==> src/rtl/shift_add_mult.sv <==
// Sequential unsigned multiplier: one ripple-carry adder reused over N
// shift-and-add iterations, with an IDLE/RUN/DONE handshake controller.

// Plain ripple-carry adder: N full-adder cells, carry-in tied low.
module rc_adder #(
    parameter int N = 32
) (
    input  logic [N-1:0] a,
    input  logic [N-1:0] b,
    output logic [N-1:0] s,
    output logic         co
);
    logic [N:0] c;

    assign c[0] = 1'b0;

    genvar i;
    generate
        for (i = 0; i < N; i++) begin : g_fa
            assign s[i]   = a[i] ^ b[i] ^ c[i];
            assign c[i+1] = (a[i] & b[i]) | (c[i] & (a[i] ^ b[i]));
        end
    endgenerate

    assign co = c[N];
endmodule

module shift_add_mult #(
    parameter int N = 32
) (
    input  logic           clk,
    input  logic           reset,
    input  logic           start,
    input  logic [N-1:0]   a,
    input  logic [N-1:0]   b,
    output logic           ready,
    output logic           busy,
    output logic           done,
    output logic [2*N-1:0] product
);
    // One extra bit keeps the counter from ever wrapping, even at N = 2^k.
    localparam int CW = $clog2(N) + 1;

    typedef enum logic [1:0] {
        IDLE = 2'd0,
        RUN  = 2'd1,
        DONE = 2'd2
    } state_t;

    state_t           state_q;
    logic [N-1:0]     m_q;
    logic [N-1:0]     hi_q;
    logic [N-1:0]     lo_q;
    logic [CW-1:0]    cnt_q;
    logic [2*N-1:0]   product_q;

    logic [N-1:0]     add_s;
    logic             add_co;
    logic [N-1:0]     step_s;
    logic             step_c;
    logic [N-1:0]     hi_d;
    logic [N-1:0]     lo_d;
    logic             last_step;

    // The single datapath adder: HI + M.
    rc_adder #(.N(N)) u_add (
        .a  (hi_q),
        .b  (m_q),
        .s  (add_s),
        .co (add_co)
    );

    // One iteration: conditionally add M into HI, then shift {C,S,LO} right.
    // The adder carry lands in HI[N-1], so no product bit is lost.
    always_comb begin
        step_c = 1'b0;
        step_s = hi_q;
        if (lo_q[0]) begin
            step_c = add_co;
            step_s = add_s;
        end
        hi_d      = {step_c, step_s[N-1:1]};
        lo_d      = {step_s[0], lo_q[N-1:1]};
        last_step = (cnt_q == CW'(N - 1));
    end

    // Controller and datapath registers; reset overrides start and any run.
    always_ff @(posedge clk) begin
        if (reset) begin
            state_q   <= IDLE;
            m_q       <= '0;
            hi_q      <= '0;
            lo_q      <= '0;
            cnt_q     <= '0;
            product_q <= '0;
        end else begin
            case (state_q)
                IDLE: begin
                    if (start) begin
                        m_q     <= a;
                        hi_q    <= '0;
                        lo_q    <= b;
                        cnt_q   <= '0;
                        state_q <= RUN;
                    end
                end
                RUN: begin
                    hi_q  <= hi_d;
                    lo_q  <= lo_d;
                    cnt_q <= cnt_q + CW'(1);
                    if (last_step) begin
                        product_q <= {hi_d, lo_d};
                        state_q   <= DONE;
                    end
                end
                DONE: begin
                    state_q <= IDLE;
                end
                default: begin
                    state_q <= IDLE;
                end
            endcase
        end
    end

    // Handshake flags are pure decodes of the state register.
    assign ready   = (state_q == IDLE);
    assign busy    = (state_q == RUN);
    assign done    = (state_q == DONE);
    assign product = product_q;
endmodule

==> config.mk <==
export PLATFORM = sky130hd
export DESIGN_NAME = shift_add_mult
export DESIGN_NICKNAME = d
export VERILOG_FILES = /design/src/rtl/shift_add_mult.sv
export SDC_FILE = /design/constraint.sdc
export NUM_CORES = 1
export LEC_CHECK = 0
export ABC_AREA = 1
export CAP_MARGIN = 25
export CORE_MARGIN = 3
export CORE_UTILIZATION = 45
export CTS_CLUSTER_DIAMETER = 50
export DETAILED_ROUTE_END_ITERATION = 10
export PLACE_DENSITY_LB_ADDON = 0.3
export SETUP_SLACK_MARGIN = 0.15
export SKIP_CTS_REPAIR_TIMING = 1
export SLEW_MARGIN = 40
export SYNTH_ARGS = -nofsm -noshare
export SYNTH_HDL_FRONTEND = slang
export SYNTH_SLANG_ARGS = --single-unit
==> constraint.sdc <==
create_clock -name clk -period 21.1 [get_ports clk]
set_input_delay 6.33 -clock clk [delete_from_list [all_inputs] [get_ports clk]]
set_output_delay 6.33 -clock clk [all_outputs]
set_load 0.005 [all_outputs]
-- Word level (Yosys, flattened, before mapping)
Index checks and enable logic that the tools add are counted.
- add/subtract/negate cells: 1
- multipliers: 0
- div/mod/pow operators: 0
- $lt $le $gt $ge: 0
- eq/ne operators: 5
- shifts and indexed selects: 0
- muxes and demuxes: 11
- bitwise gates (word level): 157
- reductions and logical operators: 6
- operators by type and width (operator ; count):
    one-hot mux 32 bit (2 select lines) ; 2
    two-way mux 32 bit ; 3
    bitwise AND 1 bit ; 63
    XOR 1 bit ; 63
    OR 1 bit ; 31
    one-hot mux 6 bit (2 select lines) ; 1
    AND reduction 2 bit ; 4
    adder 6 x 1 -> 6 bit (second input constant) ; 1
    == test 6 x 5 -> 1 bit (second input constant) ; 1
    two-way mux 6 bit ; 1
    two-way mux 2 bit ; 2
    one-hot mux 2 bit (2 select lines) ; 1
    == test 2 x 1 -> 1 bit (second input constant) ; 1
    == test 2 bit (second input constant) ; 1
    logical NOT 2 bit ; 1
    != test 2 x 1 -> 1 bit (second input constant) ; 1
    != test 2 bit (second input constant) ; 1
    nonzero test 2 bit ; 1
    two-way mux 1 bit ; 1
- register bits after elaboration: 168
- latch bits: 0
- bits in writable memories: 0
- ROM bits: 0
- input port bits: 67
- output and inout bits: 67
- memories: 0

-- Longest topological paths before layout
Gate-level depths: netlist of run 1.
- depth after elaboration: 65
- gate-level depth with buffers: 38
- gate-level depth less buffers: 38

-- Modules after synthesis
From an unflattened synthesis of run 1, not the netlist that was laid out.
- cells, all modules: 1047
- area total of the unflattened synthesis: 7648.6 um^2
- by module, submodules not included (module ; times used ; cells each ; area each (um^2) ; sequential area each (um^2)):
    shift_add_mult ; 1 ; 1005 ; 6977.9 ; 3363.2
    rc_adder ; 1 ; 42 ; 670.6 ; 0.0

-- Least setup slack after synthesis of run 1
OpenSTA, ideal clock, no wires.
- kind: register -> register
- start point: register m_q[0]
- end point: register hi_q[30]
- library setup time: 0.070 ns
- arrival: 11.232 ns
- required time: 21.030 ns
- setup slack: 9.798 ns
- cell stages (with the launch flop): 39
- buffers on the path: 0
- cell sequence: dfxtp_1 -> ha_1 -> fa_1 -> fa_1 -> fa_1 -> fa_1 -> fa_1 -> fa_1 -> fa_1 -> fa_1 -> fa_1 -> fa_1 -> fa_1 -> fa_1 -> fa_1 -> fa_1 -> fa_1 -> fa_1 -> (+3 left out) -> fa_1 -> fa_1 -> fa_1 -> fa_1 -> inv_1 -> fa_1 -> fa_1 -> fa_1 -> fa_1 -> fa_1 -> fa_1 -> fa_1 -> inv_1 -> fa_1 -> nand2_1 -> nand2_1 -> nand2_1 -> a21oi_1
- word-level cells in the longest chain between the ends: 64
- ends and longest elaborated chain (what ; RTL line ; RTL):
    start: declaration ; 51 ; logic [N-1:0] m_q;
    start signal: assignment ; 91 ; m_q <= '0;
    start signal: assignment ; 100 ; m_q <= a;
    bitwise AND 1 bit (2 in series) ; 21 ; assign c[i+1] = (a[i] & b[i]) | (c[i] & (a[i] ^ b[i]));
    OR 1 bit ; 21 ;
    bitwise AND 1 bit ; 21 ;
    OR 1 bit ; 21 ;
    bitwise AND 1 bit ; 21 ;
    OR 1 bit ; 21 ;
    bitwise AND 1 bit ; 21 ;
    OR 1 bit ; 21 ;
    (+47 left out) ; - ;
    OR 1 bit ; 21 ;
    bitwise AND 1 bit ; 21 ;
    OR 1 bit ; 21 ;
    bitwise AND 1 bit ; 21 ;
    OR 1 bit ; 21 ;
    XOR 1 bit ; 20 ; assign s[i] = a[i] ^ b[i] ^ c[i];
    two-way mux 32 bit ; 78 ; if (lo_q[0]) begin
    one-hot mux 32 bit (2 select lines) ; 97 ; case (state_q)
    end signal: assignment ; 108 ; hi_q <= hi_d;
    end: declaration ; 52 ; logic [N-1:0] hi_q;
Every way passes these cells.
A chain may end at the register's enable or synchronous reset.

-- Worst setup path after layout of run 1
Same ends and word-level chain as after synthesis.

==> impl_metrics.py, run 1 <==
metrics = {
    "synth": {
        "netlist_instances": 974,
        "synth_area_leaders": "dfxtp_1 (45%), nand2_1 (13%), fa_1 (8.3%)",
        "syn_nets": 1074,
        "syn_area_per_cell_um2": 7.71,
        "yosys.area.top_type": "dfxtp_1",
        "synth_flop_cell": "dfxtp_1",
        "seq_area_frac_synth_pct": 44.8,
        "synth_edf_count": 0,
        "syn_area_um2": 7510,
        "ys_warn_count": 0,
        "netlist.area_leader.share_pct": 44.8,
        "async_reset_ff_share_pct": 0,
        "ys_ff_latch": 168,
        "synthDistinctLibCells": 21,
    },
    "worst_setup_path": {
        "cp_data_arrival_time_ns": 12.35,
        "crit_top_cell": "fa_1",
        "end_kind": "register",
        "start_kind": "register",
        "cp_slowest_cell": "fa_1",
        "worstPathMaxFanout": 2,
        "crit_required_ns": 21.45,
        "setup.worst_path.class": "register to register",
        "slowest_delay_ns": 0.47,
    },
    "floorplan": {
        "coreArea_um2": 16100,
        "dieHeight_um": 135,
        "ioPinCount": 134,
        "die_x_um": 135,
        "die-area_um2": 18300,
        "rows": 46,
        "start_util_pct": 46.6,
    },
    "detailed_routing": {
        "antenna_left": 0,
        "wirelength_um": 18500,
        "routed-via-count": 6645,
        "drc": 0,
        "drt_iter0_drc": 528,
        "viasPerCell": 5.17,
        "drtPass1Iterations": 5,
        "wl_per_cell_um": 14.4,
    },
    "layout": {
        "drive_gt1_share_pct": 4.67,
        "final_area_um2": 9500,
        "regArea_um2": 3360,
        "stdcell_count": 1286,
        "fillers": 1458,
        "syn_to_final_growth_pct": 26.5,
        "multiInputGateArea_um2": 3590,
        "final_nets": 1158,
        "diodes": 0,
    },
    "power_and_ir_drop": {
        "power_leakage_nw": 3.92,
        "vdd_drop_max_v": 0.0000655,
        "p_total_mw": 0.745,
        "powerDensity_nw_per_um2": 78.4,
    },
    "global_routing": {
        "antenna_found_initial": 0,
        "grt_pass1_vias": 6175,
        "grt_pass1_wl_um": 30400,
        "track_usage_pct": 20.5,
        "grt-ovfl-total": 0,
        "grt_max_degree": 118,
    },
    "clocking": {
        "cts_tree": "built",
        "cts.sinks": 168,
        "h-tree-depth": 4,
        "clkLatencyLatePin_ns": 0.43,
        "clk_path_buf_depth": 2,
        "cts_root_buf": "clkbuf_16",
        "cts.reportedPaths.clkPinSlew_ns": 0.06,
        "cts-buffers-inserted": 17,
    },
    "sta": {
        "tightestPinTransition_ns": 0.789,
        "rsz0062_at_grt": "no",
        "setup_tns_ns": 0,
        "hold_violations": 0,
        "relSlewSlack_pct": 47.4,
        "finalCritPeriodShare_pct": 56.9,
        "max_freq_mhz": 83.3,
        "finClkSkew_ns": 0.00921,
        "period_needed_ns": 12.00,
        "setup_violations": 0,
        "slew_violations": 0,
    },
    "placed_design": {
        "dpl.hpwl_um": 11400,
        "portBuffers": 133,
        "gp_congestion": 0.779,
        "dpl-instance-area_um2": 8850,
        "dp_cells": 1255,
    },
    "job": {
        "maxCapViolCount": 0,
    },
    "min_path": {
        "hold_path.class": "register to register",
    },
    "run_status": {
        "status": "finished, final reports clean",
    },
}
==> stage by stage <==
step	hold WS (ns)	util (%)	setup WS [ns]
3_5_place_dp	0.459	54.9	9.13
6_report	0.465	58.9	9.10
5_1_grt	0.484	58.9	8.74
3_3_place_gp	0.453	54.8	9.35
2_1_floorplan	0.447	-	9.80
4_1_cts	0.468	58.9	9.07
==> final cells by class <==
cell class,instances,share of cell area (%)
multi-input cells,670,37.8
flip-flops and latches,168,35.4
repair buffers,141,14.7
clock buffers,20,4.81
well taps,216,2.85
inverters,60,2.42
clock inverters,11,2.04
==> logic make-up (layout without fill, tap and decap cells) <==
kind of cell | Yosys count | in the layout | share of synthesized area, %
flops | 168 | 168 | 44.8
simple gates | 517 | 517 | 30.9
buf+inv | 136 | 232 | 7.71
fa+ha+maj | 33 | 33 | 8.60
compound gates | 120 | 120 | 8.05
==> flip-flops by register name (all words and copies together) (netlist names) <==
register / cells
lo_q: 32
product: 64
state_q: 2
hi_q: 32
m_q: 32
cnt_q: 6
==> placed cells by master, fill, tap and decap left out, types with 2 or more instances in the layout <==
cell type and instances:
dfxtp_1 167, clkinv_2 2, clkbuf_16 17, nand4_1 65, ha_1 2, clkdlybuf4s50_1 133, inv_1 56, inv_6 3
nor2_4 2, nand2_2 3, nand3_1 69, nor3b_1 31, inv_2 3, buf_4 7, nor2_1 85, o21ai_1 3
o21ai_0 72, clkbuf_8 2, fa_1 31, bufinv_16 5, nand2_1 261, a21oi_1 44
==> cell usage after synthesis (27+ instances only) <==
cell type,instances
nand3_1,69
clkbuf_1,27
nand2_1,263
a21oi_1,44
fa_1,31
nand4_1,65
nor3b_1,31
dfxtp_1,168
inv_1,56
buf_2,45
nor2_1,86
o21ai_0,72
==> path summary, 6_finish.rpt <==
path,start,to,slack (ns),cells past startpoint
max reg2reg,m_q[0],hi_q[30],9.10,38
min reg2reg,product[30],product[30],0.46,2
max,m_q[0],hi_q[30],9.10,38
min,product[30],product[30],0.46,2
==> worst max-delay path: cells and delay by family, from the launching register on <==
kind	cells	cell delay, ns
AO/OA/AOI/OAI	1	0.17
adder cells (fa/ha/maj)	32	11.13
buffers and inverters	2	0.13
flip-flops	1	0.31
AND/OR/NAND/NOR	3	0.20
==> where the power goes <==
part,switching [mW],total (mW),internal (mW)
sequential,0.0101,0.339,0.329
combinational,0.0380,0.0641,0.0261
clock,0.126,0.342,0.216
==> layer usage <==
metal | vias to the layer above | part of all wire [%] | global-route usage [%]
li1 | 3348 | - | -
met1 | 3099 | 45 | 27.5
met2 | 179 | 48 | 33.3
met3 | 19 | 5.7 | 4.72
met4 | 0 | 1.2 | 6.22
met5 | - | 0 | 0
Note: power is estimated with default switching activity, not from simulation.
==> run 2: changes to the inputs <==
==> constraint.sdc (replaced) <==
create_clock -name clk -period 9.81 [get_ports clk]
set_input_delay 2.943 -clock clk [delete_from_list [all_inputs] [get_ports clk]]
set_output_delay 2.943 -clock clk [all_outputs]
set_load 0.005 [all_outputs]
==> run 2 against run 1 <==
The flow now finishes with violations (setup timing). Clock-buffer cell count down 1. Sequential share of layout area decreased by 0.26 points. Critical path depth unchanged. Flip-flop and latch count unchanged. Non-clock buffer count rose by 2. Global-route usage shrank 0.64 points. Die area did not move. Worst hold slack got worse by 0.00052 ns. Critical endpoint is now product[62].
==> impl_metrics.py, run 2 (synthesized netlist as in run 1, its figures left out) <==
metrics = {
    "worst_setup_path": {
        "r2r-start": "m_q[0]",
        "end_kind": "register",
        "reg2reg_slack_ns": -0.98,
        "critPathLaunch": "m_q[0]",
        "r2r_end": "product[62]",
        "start_kind": "register",
        "crit_top_cell": "fa_2",
        "cp_slowest_cell": "fa_1",
        "slowest_delay_ns": 0.47,
        "cp-endpoint": "product[62]",
        "worstPathMaxFanout": 2,
        "cp_data_arrival_time_ns": 11.17,
        "ff2ff_path_depth": 38,
        "crit_required_ns": 10.18,
        "setup.worst_path.class": "register to register",
    },
    "sta": {
        "finalCritPeriodShare_pct": 110,
        "setup_violations": 12,
        "setup_slack_ns": -0.985,
        "relSlewSlack_pct": 44.9,
        "slew_violations": 0,
        "setup_tns_ns": -7.28,
        "hold_violations": 0,
        "period_needed_ns": 10.79,
        "finClkSkew_ns": 0.00979,
        "rsz0062_at_grt": "yes",
        "holdWs_ns": 0.464,
        "tightestPinTransition_ns": 0.827,
        "max_freq_mhz": 92.6,
    },
    "power_and_ir_drop": {
        "seqPwrFrac_pct": 47.2,
        "p_switching_mw": 0.390,
        "clockPowerShare_pct": 43.7,
        "combPwrFrac_pct": 9.1,
        "power_leakage_nw": 3.87,
        "internal_power_mw": 1.16,
        "vdd_drop_max_v": 0.000119,
        "powerDensity_nw_per_um2": 161,
        "switching_share_pct": 25.2,
    },
    "detailed_routing": {
        "viasPerCell": 5.15,
        "drt_iter0_drc": 430,
        "wl_per_cell_um": 14.1,
        "routed-via-count": 6641,
        "antenna_left": 0,
        "wirelength_um": 18200,
        "drc": 0,
        "drtPass1Iterations": 5,
    },
    "layout": {
        "final_nets": 1160,
        "largest_reg_flops": 64,
        "layout_commonest_cell": "nand2_1",
        "syn_to_final_growth_pct": 27.5,
        "mostFrequentLayoutCells": "nand2_1 (261), dfxtp_1 (165), clkdlybuf4s50_1 (133)",
        "final_util_pct": 59.4,
        "diodes": 0,
        "drive_gt1_share_pct": 8.85,
        "stdcell_count": 1289,
    },
    "clocking": {
        "cts_root_buf": "clkbuf_16",
        "cts.reportedPaths.clkPinSlew_ns": 0.07,
        "cts-buffers-inserted": 17,
        "clkLatencyLatePin_ns": 0.43,
        "cts_tree": "built",
        "clk_path_buf_depth": 2,
        "h-tree-depth": 4,
        "cts.sinks": 168,
    },
    "placed_design": {
        "gp_congestion": 0.789,
        "dp_cells": 1257,
        "dpl.hpwl_um": 11300,
        "portBuffers": 133,
    },
    "global_routing": {
        "grt_pass1_wl_um": 29700,
        "grt_max_degree": 110,
        "grt_pass1_vias": 6100,
        "track_usage_pct": 19.9,
        "antenna_found_initial": 0,
        "grt-ovfl-total": 0,
    },
    "floorplan": {
        "ioPinCount": 134,
        "die_x_um": 135,
        "start_util_pct": 46.6,
        "rows": 46,
        "die-area_um2": 18300,
        "coreArea_um2": 16100,
        "dieHeight_um": 135,
    },
    "run_status": {
        "status": "complete, but fails checks",
        "violations": "setup timing",
    },
    "job": {
        "maxCapViolCount": 0,
    },
    "min_path": {
        "hold_path.class": "register to register",
    },
}
run 2: cell count changes in the layout (fill, tap and decap cells not counted), sizes merged:
cell / delta
clkinvlp: +1
clkbuf: -1
buf: +2
bufinv: -3
clkinv: +4
run 2: worst min path at each step:
stage	from	endpoint	slack, ns	depth (start not counted)
detailed placement	product[30]	product[30]	0.46	2
CTS	product[31]	product[31]	0.47	2
floorplan	cnt_q[0]	cnt_q[0]	0.45	1
global placement	product[13]	product[13]	0.45	2
finish	product[13]	product[13]	0.46	2
global route	product[42]	product[42]	0.48	2
run 2: layout make-up:
type / instances / area [µm²]
clock buffers: 19 / 453
well taps: 216 / 270
clock inverters: 13 / 146
fillers: 1494 / 6540
inverters: 60 / 230
multi-input cells: 670 / 3700
repair buffers: 143 / 1410
flip-flops and latches: 168 / 3370
run 2: critical path, delay by kind of cell, from the launching register on:
kind / cells / cell delay, ns
adder cells (fa/ha/maj): 32 / 9.95
AND/OR/NAND/NOR: 4 / 0.34
flip-flops: 1 / 0.33
buffers and inverters: 2 / 0.11
run 2: power groups by stage:
stage	registers [mW]	clock network (mW)	logic (mW)
global placement	0.744	0	0.136
CTS	0.729	0.686	0.140
floorplan	0.737	0	0.0936
global route	0.733	0.715	0.158
finish	0.730	0.676	0.141
detailed placement	0.745	0	0.139
run 2: metrics by stage:
step           cell area [µm²]  worst slack (ns)  total power, mW
5_1_grt                   9580             -1.26             1.61
3_5_place_dp              8930            -0.999            0.883
6_report                  9580            -0.985             1.55
3_3_place_gp              8930            -0.894            0.879
2_1_floorplan             7590            -0.604            0.831
4_1_cts                   9530             -1.01             1.55
run 2: metal layers:
layer / global-route usage, % / vias to the layer above / wire (µm)
met2: 32.4 / 178 / 8600
li1: - / 3355 / -
met3: 3.45 / 22 / 946
met1: 27.1 / 3086 / 8400
met4: 6.44 / 0 / 276
met5: 0 / - / 0
